## config.mk

```make
export PLATFORM = sky130hd
export DESIGN_NAME = i2c_ram_arbiter
export DESIGN_NICKNAME = d
export VERILOG_FILES = /design/src/rtl/i2c_ram_arbiter.sv
export SDC_FILE = /design/constraint.sdc
export NUM_CORES = 1
export LEC_CHECK = 0
export ABC_AREA = 0
export CAP_MARGIN = 20
export CORE_UTILIZATION = 34
export DETAILED_ROUTE_END_ITERATION = 12
export MAX_ROUTING_LAYER = met4
export PLACE_DENSITY = 0.66
export SETUP_SLACK_MARGIN = 0.3
export SLEW_MARGIN = 10
export SYNTH_ARGS = -nofsm -noshare
export SYNTH_HDL_FRONTEND = slang
export SYNTH_SLANG_ARGS = --single-unit
```

## constraint.sdc

```tcl
create_clock -name clk -period 1.87 [get_ports clk]
set_input_delay 0.374 -clock clk [delete_from_list [all_inputs] [get_ports clk]]
set_output_delay 0.374 -clock clk [all_outputs]
set_load 0.005 [all_outputs]
```

## src/rtl/i2c_ram_arbiter.sv

```systemverilog
// i2c_ram_arbiter: single-port owner of the 256x9 capture RAM for two write streams and one reader.
// Define ARB_DROP_STATS_EN to build the saturating drop_count statistic; otherwise it reads 0.
module i2c_ram_arbiter #(
    parameter int                DATA_W     = 9,
    parameter int                ADDR_W     = 8,
    parameter logic [ADDR_W-1:0] PRIV_BASE  = 'h00,
    parameter int                PRIV_DEPTH = 208,
    parameter logic [ADDR_W-1:0] MAIN_BASE  = 'hD0,
    parameter int                MAIN_DEPTH = 48,
    parameter int                STARVE_MAX = 4
) (
    input  logic              clk,
    input  logic              reset,
    input  logic              priv_ready,
    input  logic [DATA_W-1:0] priv_data,
    input  logic              priv_clr,
    input  logic              main_ready,
    input  logic [DATA_W-1:0] main_data,
    input  logic              main_clr,
    input  logic              rd_req,
    input  logic              rd_bank,
    input  logic [ADDR_W-1:0] rd_offset,
    output logic              rd_valid,
    output logic [DATA_W-1:0] rd_data,
    output logic              rd_empty,
    output logic [7:0]        priv_len,
    output logic [7:0]        main_len,
    output logic              priv_ovf,
    output logic              main_ovf,
    output logic [15:0]       drop_count,
    output logic [ADDR_W-1:0] ram_addr,
    output logic [DATA_W-1:0] ram_wdata,
    output logic              ram_we,
    output logic              ram_re,
    input  logic [DATA_W-1:0] ram_rdata
);
    localparam int SW = $clog2(STARVE_MAX + 1);
    localparam logic [7:0] PRIV_FULL = 8'(PRIV_DEPTH);
    localparam logic [7:0] MAIN_FULL = 8'(MAIN_DEPTH);
    localparam logic [SW-1:0] SMAX = SW'(STARVE_MAX);

    typedef enum logic [2:0] {IDLE, WR_PRIV, WR_MAIN, RD_ISSUE, RD_DONE} state_t;
    state_t state, state_n;

    logic              priv_pv, main_pv;
    logic [DATA_W-1:0] priv_pd, main_pd;
    logic              last_priv;
    logic [SW-1:0]     starve;
    logic              rd_bank_q, rd_empty_q;
    logic [ADDR_W-1:0] rd_off_q;
    logic              priv_full, main_full, priv_drop, main_drop;
    logic              priv_pend, main_pend, grant, rd_miss, in_rd;

    assign priv_full = priv_len == PRIV_FULL;
    assign main_full = main_len == MAIN_FULL;
    // a clear empties the bank first, so a coincident word is always accepted
    assign priv_drop = priv_ready & ~priv_clr & (priv_pv | priv_full);
    assign main_drop = main_ready & ~main_clr & (main_pv | main_full);
    // a slot being cleared this cycle must not be scheduled for a write
    assign priv_pend = priv_pv & ~priv_clr;
    assign main_pend = main_pv & ~main_clr;
    assign grant     = (state == IDLE) && (state_n == RD_ISSUE);
    assign rd_miss   = rd_offset >= ADDR_W'(rd_bank ? priv_len : main_len);
    assign in_rd     = (state == RD_ISSUE) || (state == RD_DONE);

    always_ff @(posedge clk) begin
        if (reset) begin
            state      <= IDLE;
            priv_pv    <= 1'b0;
            main_pv    <= 1'b0;
            priv_pd    <= '0;
            main_pd    <= '0;
            priv_len   <= '0;
            main_len   <= '0;
            priv_ovf   <= 1'b0;
            main_ovf   <= 1'b0;
            last_priv  <= 1'b1;
            starve     <= '0;
            rd_bank_q  <= 1'b0;
            rd_off_q   <= '0;
            rd_empty_q <= 1'b0;
        end else begin
            state  <= state_n;
            starve <= grant ? '0 : (rd_req && !in_rd && starve != SMAX) ? starve + 1'b1 : starve;
            if (grant) begin
                rd_bank_q  <= rd_bank;
                rd_off_q   <= rd_offset;
                rd_empty_q <= rd_miss;
            end
            if (state == WR_PRIV) last_priv <= 1'b1;
            else if (state == WR_MAIN) last_priv <= 1'b0;
            if (priv_clr) priv_len <= '0;
            else if (state == WR_PRIV && !priv_full) priv_len <= priv_len + 8'd1;
            if (main_clr) main_len <= '0;
            else if (state == WR_MAIN && !main_full) main_len <= main_len + 8'd1;
            priv_ovf <= priv_clr ? 1'b0 : priv_ovf | priv_drop;
            main_ovf <= main_clr ? 1'b0 : main_ovf | main_drop;
            if (priv_ready && !priv_drop) begin
                priv_pv <= 1'b1;
                priv_pd <= priv_data;
            end else if (priv_clr || state == WR_PRIV) begin
                priv_pv <= 1'b0;
            end
            if (main_ready && !main_drop) begin
                main_pv <= 1'b1;
                main_pd <= main_data;
            end else if (main_clr || state == WR_MAIN) begin
                main_pv <= 1'b0;
            end
        end
    end

`ifdef ARB_DROP_STATS_EN
    logic [16:0] drop_sum;
    assign drop_sum = {1'b0, drop_count} + 17'(priv_drop) + 17'(main_drop);
    always_ff @(posedge clk) begin
        if (reset) drop_count <= '0;
        else drop_count <= drop_sum[16] ? 16'hFFFF : drop_sum[15:0];
    end
`else
    assign drop_count = 16'h0000;
`endif

    always_comb begin
        state_n   = state;
        ram_addr  = '0;
        ram_wdata = '0;
        ram_we    = 1'b0;
        ram_re    = 1'b0;
        rd_valid  = 1'b0;
        rd_data   = '0;
        rd_empty  = 1'b0;
        case (state)
            // starved read first, then round-robin writes (last served loses), then read
            IDLE: state_n = (rd_req && starve == SMAX) ? RD_ISSUE :
                            (priv_pend && (!main_pend || !last_priv)) ? WR_PRIV :
                            main_pend ? WR_MAIN : rd_req ? RD_ISSUE : IDLE;
            WR_PRIV: begin
                ram_we    = 1'b1;
                ram_addr  = PRIV_BASE + ADDR_W'(priv_len);
                ram_wdata = priv_pd;
                state_n   = IDLE;
            end
            WR_MAIN: begin
                ram_we    = 1'b1;
                ram_addr  = MAIN_BASE + ADDR_W'(main_len);
                ram_wdata = main_pd;
                state_n   = IDLE;
            end
            RD_ISSUE: begin
                ram_re   = !rd_empty_q;
                ram_addr = rd_empty_q ? '0 : (rd_bank_q ? PRIV_BASE : MAIN_BASE) + rd_off_q;
                state_n  = RD_DONE;
            end
            RD_DONE: begin
                rd_valid = 1'b1;
                rd_empty = rd_empty_q;
                rd_data  = rd_empty_q ? '0 : ram_rdata;
                state_n  = IDLE;
            end
            default: state_n = IDLE;
        endcase
    end
endmodule

```

After elaboration in Yosys (flattened, before gate mapping)
Cells that the tools add are included.
{ "classes": {"magnitude_cmp": 1, "n_bitwise": 12, "n_reduce_logical": 29, "n_eq_ne": 9, "addsub": 5, "muxes": 20} }
{ "op_table": {"columns": ["operator", "n"], "rows": [
  ["2-to-1 mux 8 bit", 3],
  ["one-hot mux 8 bit (3 select lines)", 1],
  ["2-to-1 mux 9 bit", 2],
  ["one-hot mux 9 bit (2 select lines)", 1],
  ["adder 8 x 1 -> 8 bit (second input constant)", 2],
  ["OR reduction 2 bit", 5],
  ["== test 3 x 2 -> 1 bit (second input constant)", 3],
  ["logical AND 1 bit", 9],
  ["adder 8 bit", 1],
  ["adder 8 bit (first input constant)", 1],
  ["== test 8 x 6 -> 1 bit (second input constant)", 1],
  ["== test 8 bit (second input constant)", 1],
  [">= comparator 8 bit", 1],
  ["zero test 1 bit", 8],
  ["2-to-1 mux 1 bit", 8],
  ["2-to-1 mux 2 bit", 4],
  ["AND 1 bit", 6],
  ["== test 3 bit (second input constant)", 2],
  ["one-hot mux 3 bit (2 select lines)", 1],
  ["logical OR 1 bit", 4],
  ["OR 1 bit", 4],
  ["nonzero test 2 bit", 2],
  ["adder 3 x 1 -> 3 bit (second input constant)", 1],
  ["== test 3 x 1 -> 1 bit (second input constant)", 1],
  ["other kinds (3)", 4]
]} }
{ "totals": {"register_bits": 55, "word_cells": 90, "inputBits": 43, "out_inout_bits": 64} }

Longest topological paths before layout
Gate-level depths: netlist (run 1).
{ "logic_depth": {"ltp_word": 11, "mapped_depth": 8, "ltp_nobuf": 7} }

Worst setup path after synthesis (run 1)
No wires, ideal clock.
{ "synth_timing": {"kind": "input to register", "from": "in rd_bank", "to": "reg rd_empty_q", "n_path_buf": 1, "t_arrival_ns": 1.873, "cell_stages": 7, "setup_ns": 0.091, "required_time_ns": 1.779, "path_slack_ns": -0.094, "cell_sequence": "clkbuf_1 mux2i_1 ha_1 o21a_1 o21ai_0 a221o_1 a311oi_1"} }
{ "synth_via": {"elab_chain_len": 2} }
{ "synth_rtl": {"columns": ["item", "line_no", "source"], "rows": [
  ["from (decl)", "21", "input logic rd_bank,"],
  ["2-to-1 mux 8 bit", "63", "assign rd_miss = rd_offset >= ADDR_W'(rd_bank ? priv_len : main_len);"],
  [">= comparator 8 bit", "63", null],
  ["to (signal assigned)", "88", "rd_empty_q <= rd_miss;"],
  ["to (decl)", "49", "logic rd_bank_q, rd_empty_q;"]
]} }
No other way between the ends.
A chain may end at the register's enable or synchronous reset.

Worst setup path in the final report (run 1)
{ "layout_timing": {"from": "reg rd_bank_q", "to": "out ram_addr[6]"} }
{ "layout_via": {"elab_chain_len": 4} }
{ "layout_rtl": {"columns": ["item", "line_no", "source"], "rows": [
  ["from (decl)", "49", null],
  ["from (signal assigned)", "86", "rd_bank_q <= rd_bank;"],
  ["2-to-1 mux 8 bit", "152", "ram_addr = rd_empty_q ? '0 : (rd_bank_q ? PRIV_BASE : MAIN_BASE) + rd_off_q;"],
  ["adder 8 bit", "152", null],
  ["2-to-1 mux 8 bit", "152", null],
  ["one-hot mux 8 bit (3 select lines)", "133", "case (state)"],
  ["to (decl)", "31", "output logic [ADDR_W-1:0] ram_addr,"]
]} }
No other way between the ends.

==> results of run 1 <==
layer usage:
metal  wire length [um]  share of wire [%]  up-vias
li1                   -                  -     1597
met1               4551                 42     1576
met2               5567                 51      126
met3                627                5.7       15
met4                160                1.5        0
met5                  0                  0        -
worst max-delay path, delay by kind of cell (launching register included):
family          cells  cell delay [ns]
flops               1             0.35
fa+ha+maj           2             0.35
compound gates      1             0.30
buf+inv             3             0.27
xor+xnor            1             0.18
power by group:
part | internal (mW) | switching [mW] | leakage, nW
combinational | 0.444 | 0.346 | 2.07
clock | 0.271 | 0.421 | 0.0418
sequential | 1.21 | 0.0452 | 0.465
timing repair:
item,CTS,global route
buffers inserted,38,15
pin swaps,45,49
hold endpoints to repair,0,0
gates resized for setup,256,73
gates cloned,4,0
setup endpoints to repair,74,81
area by class of cell:
| type | count | area (um2) | share of cell area (%) |
|---|---|---|---|
| clock buffer | 6 | 72.57 | 1.309 |
| inverter | 19 | 76.32 | 1.377 |
| multi-input combinational | 266 | 2207 | 39.81 |
| antenna | 1 | 2.502 | 0.04514 |
| sequential | 55 | 1169 | 21.08 |
| clock inverter | 2 | 16.27 | 0.2934 |
| tap | 108 | 135.1 | 2.437 |
| timing repair buffer | 193 | 1866 | 33.65 |
worst min-delay path by stage:
stage               cells after the start                start                endpoint  slack (ns)
finish                                  2  priv_ovf$_SDFF_PP0_     priv_ovf$_SDFF_PP0_        0.46
global route                            4              rd_bank  rd_bank_q$_SDFFE_PP0P_        0.48
CTS                                     2  priv_ovf$_SDFF_PP0_     priv_ovf$_SDFF_PP0_        0.46
detailed placement                      2  priv_ovf$_SDFF_PP0_     priv_ovf$_SDFF_PP0_        0.44
global placement                        2  priv_ovf$_SDFF_PP0_     priv_ovf$_SDFF_PP0_        0.44
floorplan                               2  priv_ovf$_SDFF_PP0_     priv_ovf$_SDFF_PP0_        0.44
registers in the layout, indices dropped and copies added (netlist names), 3 cells and up:
register and cells:
priv_pd 9, rd_off_q 8, main_pd 9, state 3, priv_len 8, main_len 8, starve 3
layout by cell type (no fill, tap or decap), types with 11 or more instances in the layout:
cell	synthesis	layout
a21oi_1	21	14
buf_2	4	22
buf_4	16	45
buf_6	3	58
clkdlybuf4s50_1	0	39
conb_1	1	16
dfxtp_1	55	33
dfxtp_4	0	16
dlygate4sd2_1	0	15
ha_1	18	13
inv_1	19	15
mux2i_1	28	26
nand2_1	15	11
nor2_1	41	35
synth_stat cells (2+ instances only):
master	number	share of area (%)
dfxtp_1	55	35
nor2_1	41	4.9
mux2i_1	28	9.0
a21oi_1	21	3.4
inv_1	19	2.3
ha_1	18	7.2
buf_4	16	3.8
o21ai_0	16	2.6
nand2_1	15	1.8
nand3_1	13	2.1
and2_1	12	2.4
clkbuf_1	11	1.3
xnor2_1	10	2.8
a22o_1	9	2.5
xor2_1	9	2.5
a222oi_1	5	1.6
nand4_1	5	1.0
nor3_1	5	0.80
buf_2	4	0.64
nand2b_1	4	0.80
a221o_1	3	0.96
buf_6	3	1.1
nor4_1	3	0.60
a311oi_1	2	0.56
nand3b_1	2	0.48
nor2b_1	2	0.40
o211ai_2	2	0.80
o21ai_1	2	0.32
or2_2	2	0.40
or3_1	2	0.40
through the flow:
step | setup TNS [ns] | total power, mW | utilization [%] | setup WS (ns)
floorplan | 0 | 1.593 | - | 0.2034
global placement | -6.423 | 1.867 | 50.65 | -0.3736
detailed placement | -7.653 | 1.879 | 50.65 | -0.4633
CTS | -3.457 | 2.649 | 58.47 | -0.2675
global route | -5.613 | 2.860 | 62.96 | -0.3494
finish | -3.700 | 2.738 | 62.96 | -0.2631
cell families (layout without fill, tap and decap cells):
kind of cell | after synthesis | in the layout | share of synthesized area, %
and+or+nand+nor | 115 | 116 | 18.93
AOI/OAI and AO/OA | 69 | 69 | 14.97
DFF | 55 | 55 | 35.21
buffers and inverters | 54 | 220 | 9.284
muxes | 28 | 28 | 8.964
xor gates and xnor gates | 19 | 19 | 5.322
adders and majority gates | 18 | 18 | 7.203
other | 1 | 17 | 0.1199
==> flow_summary_export.csv, run 1 <==
group,metric,value,unit
routing,antenna_left,0,
yosys,avgSynthCellArea,8.710,um2
layout,stdcell_count,650,
floorplanning,initial_core_util,35.51,%
clock_network,cts-buffers-inserted,5,
sta,min_period,2.133,ns
clock_network,clkTransAtPathRegs,0.10,ns
worst_setup_path,crit_chain,"inv_2, ha_4, ha_2, xor2_2, a222oi_1, inv_1, buf_2",
worst_setup_path,rr_startpoint,"state[0]$_SDFF_PP0_",
sta,finalHoldViolCount,0,
clock_network,cts.sinks,55,
sta,rsz0062_at_grt,"true",
sta,drv_slew,0,
placement,dp.cells,584,
layout,areaGrowthSynthToFinish,77.31,%
sta,timing.final.crit_share,114.1,%
yosys,synth_ff_type,"dfxtp_1",
yosys,ys_ff_latch,55,
run,maxCapViolations,0,
worst_setup_path,worstPathArrival,1.76,ns
worst_setup_path,slowest_delay,0.35,ns
pwr,p_leak,2.577,nW
routing,firstDrtPassIters,10,
worst_setup_path,crit_path_end_kind,"primary output",
floorplanning,rows,34,
floorplanning,die_h,97.90,um
clock_network,clockBufferDepth,2,
hold_path,hp-class,"register to register",
yosys,synthCells,359,
routing,drt_iter0_markers,177,
clock_network,h-tree-depth,2,
placement,io_buffers,90,
grt,gr-total-overflow,0,
yosys,synthesis.area,3127,um2
grt,grt_usage,21.65,%
worst_setup_path,endpoint,"ram_addr[6]",
sta,layout_setup_ws,-0.2631,ns
floorplanning,die_area,9583,um2
clock_network,tritoncts,"yes",
sta,finalClockSkew,0.009439,ns
clock_network,ctsHoldBuffers,0,
layout,design_area,5544,um2
layout,drive_gt1_share,43.81,%
yosys,synth_cell_types,50,
routing,num_vias,3314,
routing,drcViolationCount,8,
worst_setup_path,r2r_end,"starve[1]$_SDFFE_PP0P_",
yosys,async_flop_share,0,%
pwr,power_density,493.8,nW/um2
worst_setup_path,crit_fanout,2,
pwr,ir_drop,0.0004857,V
floorplanning,core_area,8806,um2
routing,wl_per_cell,16.78,um
layout,num-fill-cells,694,
worst_setup_path,rr_worst_depth,8,
sta,finalHoldWorstSlack,0.4584,ns
grt,antenna_found_initial,1,
clock_network,clock_latency,0.31,ns
routing,drt-vias-per-instance,5.098,
yosys,synth-edff-count,0,
placement,dpl.hpwl,6871,um
sta,timing.fmax,468.8,MHz
yosys,synth_warnings,0,
grt,grt_max_degree,33,
routing,wl,10910,um
worst_setup_path,worstSetupPathType,"register to primary output",
grt,grt_busiest_layer,"met2",
floorplanning,die_x,97.90,um
yosys,ys_seq_area_share,35.21,%
grt,grtUsageMet3,3.722,%
worst_setup_path,cp_slowest_cell,"dfxtp_2",
sta,setup_viol,29,
worst_setup_path,startpoint_type,"register",
grt,met2_usage,37.27,%
grt,use_met1,26.85,%
outcome,status,"finished with violations",
layout,num-nets-final,601,
placement,gp_congestion,0.9056,
placement,post_dp_cell_area,4461,um2
worst_setup_path,crit_start,"rd_bank_q$_SDFFE_PP0P_",
clock_network,clockRootBuffer,"clkbuf_8",
worst_setup_path,cp.required,1.50,ns
worst_setup_path,r2r_slack,0.07,ns
grt,grt_pass1_vias,3153,
grt,grt_pass1_wl,16200,um
outcome,violations,"design-rule violations, negative setup slack",
floorplanning,pin_count,107,
No activity file was read; power rests on OpenSTA's default activity.
==> run 2, diff against run 1 <==
PLACE_DENSITY = 0.64   (was 0.66)
clock period = 2.6 ns   (was 1.87 ns; I/O delays follow)
==> flow_summary_export.csv, run 2 (same netlist as run 1, synthesis figures left out) <==
group,metric,value,unit
floorplanning,pin_count,107,
floorplanning,die_x,97.90,um
layout,areaGrowthSynthToFinish,40.14,%
placement,dp.cells,550,
hold_path,hp-class,"register to register",
grt,grt_max_degree,32,
floorplanning,die_h,97.90,um
layout,final_common_cell,"clkdlybuf4s50_1",
layout,num-fill-cells,834,
clock_network,cts.sinks,55,
outcome,status,"finished with violations",
placement,dpl.hpwl,6289,um
routing,wl,8698,um
routing,drt-vias-per-instance,5.067,
worst_setup_path,slowest_delay,0.50,ns
worst_setup_path,cp.required,2.08,ns
layout,fin_util,49.76,%
clock_network,h-tree-depth,2,
worst_setup_path,cpMostUsedCell,"buf_6",
worst_setup_path,worstSetupPathType,"register to primary output",
routing,num_vias,2883,
layout,largestRegisters,"main_pd (9), priv_pd (9)",
sta,finalHoldViolCount,0,
clock_network,clockRootBuffer,"clkbuf_8",
routing,drcViolationCount,6,
floorplanning,initial_core_util,35.51,%
routing,firstDrtPassIters,9,
clock_network,ctsHoldBuffers,0,
routing,antenna_left,0,
grt,grt_pass1_wl,14040,um
sta,min_period,2.464,ns
layout,drive_gt1_share,11.93,%
sta,timing.fmax,405.8,MHz
sta,finalClockSkew,0.005211,ns
placement,gp_congestion,0.8460,
layout,seq_area,1112,um2
worst_setup_path,startpoint_type,"register",
pwr,p_leak,1.837,nW
layout,mostFrequentLayoutCells,"74 x clkdlybuf4s50_1, 50 x dfxtp_1, 40 x nor2_1",
clock_network,clock_latency,0.30,ns
sta,setup_tns,0,ns
pwr,power_density,430.6,nW/um2
grt,gr-total-overflow,0,
grt,antenna_found_initial,0,
clock_network,tritoncts,"yes",
worst_setup_path,crit_path_end_kind,"primary output",
clock_network,clkTransAtPathRegs,0.10,ns
worst_setup_path,cp_slowest_cell,"clkdlybuf4s50_1",
sta,slew_headroom,65.10,%
run,maxCapViolations,0,
floorplanning,rows,34,
sta,finalHoldWorstSlack,0.4483,ns
layout,multi_input_area,1863,um2
worst_setup_path,crit_fanout,11,
worst_setup_path,worstPathArrival,1.94,ns
clock_network,cts-buffers-inserted,5,
placement,io_buffers,90,
sta,setup_viol,0,
floorplanning,core_area,8806,um2
sta,drv_slew,0,
layout,stdcell_count,569,
sta,timing.final.crit_share,94.78,%
floorplanning,die_area,9583,um2
worst_setup_path,crit_chain,"buf_6, nor3b_2, buf_6, a221o_1, clkdlybuf4s50_1",
grt,grt_usage,18.86,%
clock_network,clockBufferDepth,2,
layout,num_antenna_cells,0,
grt,grt_pass1_vias,2751,
layout,num-nets-final,521,
sta,rsz0062_at_grt,"true",
sta,worst_pin_slew,0.5200,ns
pwr,ir_drop,0.0002096,V
outcome,violations,"design-rule violations",
routing,drt_iter0_markers,172,
routing,wl_per_cell,15.29,um
[run 2: changes by cell type in the layout (fill, tap and decap cells not counted), sizes merged]
cell	previous run	this run
buf	133	21
bufinv	0	1
clkbuf	8	10
clkdlybuf4s15	0	4
clkdlybuf4s50	39	74
clkinv	0	1
clkinvlp	1	0
diode	1	0
dlygate4sd2	15	8
dlymetal6s2s	4	2
inv	20	19
[run 2: repair_timing]
| action | CTS | global route |
|---|---|---|
| hold endpoints to repair | 0 | 0 |
| gates resized for setup | 32 | 18 |
| gates cloned | 1 | 1 |
| setup buffers | 7 | 2 |
| endpoints found under the setup margin | 29 | 25 |
| pin swaps | 9 | 6 |
[run 2: path summary, 6_finish.rpt]
path	endpoint	slack, ns	startpoint	cells past startpoint
min reg2reg	priv_ovf$_SDFF_PP0_	0.45	priv_ovf$_SDFF_PP0_	2
min	priv_ovf$_SDFF_PP0_	0.45	priv_ovf$_SDFF_PP0_	2
max reg2reg	rd_empty_q$_SDFFE_PP0P_	0.78	priv_len[3]$_SDFFE_PP0P_	6
max	ram_addr[3]	0.14	state[2]$_SDFF_PP0_	5
[run 2: metrics by stage]
step	power (mW)	setup WS (ns)	instance area, um2
after global routing	1.971	0.04680	4382
after global placement	1.279	0.1633	4115
after detailed placement	1.285	0.1361	4115
after floorplan	1.135	0.4905	3183
after CTS	1.886	0.1680	4327
final	1.887	0.1357	4382
[run 2: critical path, delay by kind of cell, from the launching register on]
kind	cells	cell delay [ns]
compound gates	1	0.18
simple gates	1	0.28
buf+inv	3	0.85
flops	1	0.33
[run 2: cell type report]
class / count / share of cell area [%]
multi-input combinational: 266 / 42.52
inverter: 19 / 1.685
clock inverter: 2 / 0.7995
tap: 108 / 3.084
clock buffer: 6 / 1.885
timing repair buffer: 113 / 24.64
sequential: 55 / 25.39
[run 2: metal layers]
metal | track usage [%] | wire [um]
met1 | 24.91 | 3915
met2 | 30.23 | 4082
met3 | 2.792 | 574
met4 | 4.545 | 125
met5 | - | 0
[run 2: power by group]
group	internal (mW)	total [mW]	switching [mW]
Combinational	0.201	0.376	0.175
Sequential	0.884	0.919	0.0352
Clock	0.312	0.591	0.279
==> run 3, diff against run 2 <==
RECOVER_POWER = 100   (was not set)
==> flow_summary_export.csv, run 3 (same netlist as run 1, synthesis figures left out) <==
group,metric,value,unit
pwr,p_int,1.388,mW
routing,num_vias,2897,
worst_setup_path,crit_fanout,11,
sta,min_period,2.493,ns
floorplanning,core_area,8806,um2
pwr,ir_drop,0.0002081,V
layout,num-fill-cells,852,
worst_setup_path,crit_start,"state[2]$_SDFF_PP0_",
worst_setup_path,cp.required,2.08,ns
hold_path,hp-class,"register to register",
worst_setup_path,rr_worst_depth,7,
sta,layout_setup_ws,0.1072,ns
pwr,combinationalPowerShare,19.5,%
clock_network,clock_latency,0.30,ns
routing,drcViolationCount,6,
worst_setup_path,r2r_slack,0.73,ns
floorplanning,die_x,97.90,um
placement,io_buffers,90,
worst_setup_path,endpoint,"ram_wdata[3]",
clock_network,cts-buffers-inserted,5,
sta,setup_tns,0,ns
layout,fin_util,49.05,%
routing,firstDrtPassIters,9,
worst_setup_path,worstPathArrival,1.97,ns
floorplanning,initial_core_util,35.51,%
grt,gr-total-overflow,0,
clock_network,clockRootBuffer,"clkbuf_8",
clock_network,clkTransAtPathRegs,0.10,ns
pwr,p_clk_share,31.6,%
floorplanning,pin_count,107,
floorplanning,die_area,9583,um2
worst_setup_path,crit_path_end_kind,"primary output",
pwr,p_leak,1.873,nW
layout,num_antenna_cells,0,
routing,wl_per_cell,15.30,um
pwr,p_sw,0.4868,mW
sta,setup_viol,0,
floorplanning,rows,34,
sta,rsz0062_at_grt,"true",
grt,grt_usage,18.86,%
routing,wl,8706,um
layout,drive_gt1_share,9.544,%
clock_network,cts.sinks,55,
grt,grt_pass1_vias,2751,
worst_setup_path,worstSetupPathType,"register to primary output",
run,maxCapViolations,0,
layout,areaGrowthSynthToFinish,38.14,%
layout,final_common_cell,"dfxtp_1",
outcome,status,"finished with violations",
grt,grt_pass1_wl,14040,um
worst_setup_path,startpoint_type,"register",
layout,mostFrequentLayoutCells,"53 x dfxtp_1, 48 x clkdlybuf4s50_1, 42 x nor2_1",
routing,drt-vias-per-instance,5.091,
hold_path,hold-path-cell-count,2,
outcome,violations,"design-rule violations",
sta,slew_headroom,11.75,%
sta,timing.final.crit_share,95.88,%
clock_network,clockBufferDepth,2,
pwr,seqPwrFrac,48.9,%
routing,antenna_left,0,
sta,finalClockSkew,0.005027,ns
floorplanning,die_h,97.90,um
clock_network,ctsHoldBuffers,0,
sta,timing.fmax,401.2,MHz
worst_setup_path,rr_startpoint,"starve[0]$_SDFFE_PP0P_",
worst_setup_path,r2r_end,"rd_off_q[5]$_SDFFE_PP0P_",
layout,largestRegisters,"main_pd (9), priv_pd (9)",
clock_network,h-tree-depth,2,
sta,finalHoldViolCount,0,
pwr,power_density,434.1,nW/um2
placement,preCtsSetupSlack,0.1361,ns
pwr,swShare,25.97,%
sta,drv_slew,0,
clock_network,tritoncts,"yes",
placement,dpl.hpwl,6289,um
grt,grt_max_degree,32,
layout,num-nets-final,521,
grt,antenna_found_initial,0,
sta,worst_pin_slew,1.324,ns
routing,drt_iter0_markers,136,
placement,gp_congestion,0.8460,
==> run 3: cell type report <==
cell class | instances | area [um2] | share of cell area, %
well taps | 108 | 135.1 | 3.129
clock inverters | 2 | 35.03 | 0.8111
inverters | 19 | 73.82 | 1.709
flip-flops and latches | 55 | 1106 | 25.61
multi-input cells | 266 | 1834 | 42.47
repair buffers | 113 | 1052 | 24.36
clock buffers | 6 | 82.58 | 1.912
==> run 3: worst min path at each step <==
| stage | endpoint | start | slack (ns) |
|---|---|---|---|
| after floorplan | priv_ovf$_SDFF_PP0_ | priv_ovf$_SDFF_PP0_ | 0.44 |
| after global placement | priv_ovf$_SDFF_PP0_ | priv_ovf$_SDFF_PP0_ | 0.43 |
| after detailed placement | priv_ovf$_SDFF_PP0_ | priv_ovf$_SDFF_PP0_ | 0.44 |
| after CTS | priv_ovf$_SDFF_PP0_ | priv_ovf$_SDFF_PP0_ | 0.45 |
| after global routing | priv_ovf$_SDFF_PP0_ | priv_ovf$_SDFF_PP0_ | 0.48 |
| final | priv_ovf$_SDFF_PP0_ | priv_ovf$_SDFF_PP0_ | 0.45 |
==> run 3: stage by stage <==
step,cells,area [um2],hold WS [ns],power [mW]
floorplan,374,3183,0.4421,1.135
global placement,550,4115,0.4344,1.279
detailed placement,550,4115,0.4359,1.285
CTS,566,4327,0.4513,1.886
global route,569,4319,0.4758,1.959
finish,569,4319,0.4454,1.875
==> run 3: what timing repair did <==
item	in CTS	in global routing
setup endpoints to repair	29	25
buffers inserted	7	2
pin swaps	9	6
cloned	1	1
endpoints found under the hold margin	0	0
gates resized for setup	32	18
==> run 3: critical path, stage by stage (launching register included) <==
cell and delay, ns:
dfxtp_1 0.33, buf_6 0.13, nor3b_2 0.28, buf_6 0.22, a22o_1 0.14, dlygate4sd3_1 0.57
==> run 3: layer usage <==
metal	wire (um)	track usage, %	vias to the layer above	share of wire (%)
met5	0	-	-	0
li1	-	-	1426	-
met1	3958	24.91	1341	45
met3	576	2.792	8	6.6
met2	4063	30.23	122	47
met4	108	4.545	0	1.2
==> run 3: power groups by stage <==
stage / Sequential (mW) / Combinational, mW / Clock [mW]
final: 0.917 / 0.366 / 0.592
after detailed placement: 0.934 / 0.351 / 0
after floorplan: 0.920 / 0.215 / 0
after global routing: 0.922 / 0.404 / 0.632
after CTS: 0.918 / 0.364 / 0.604
after global placement: 0.932 / 0.346 / 0
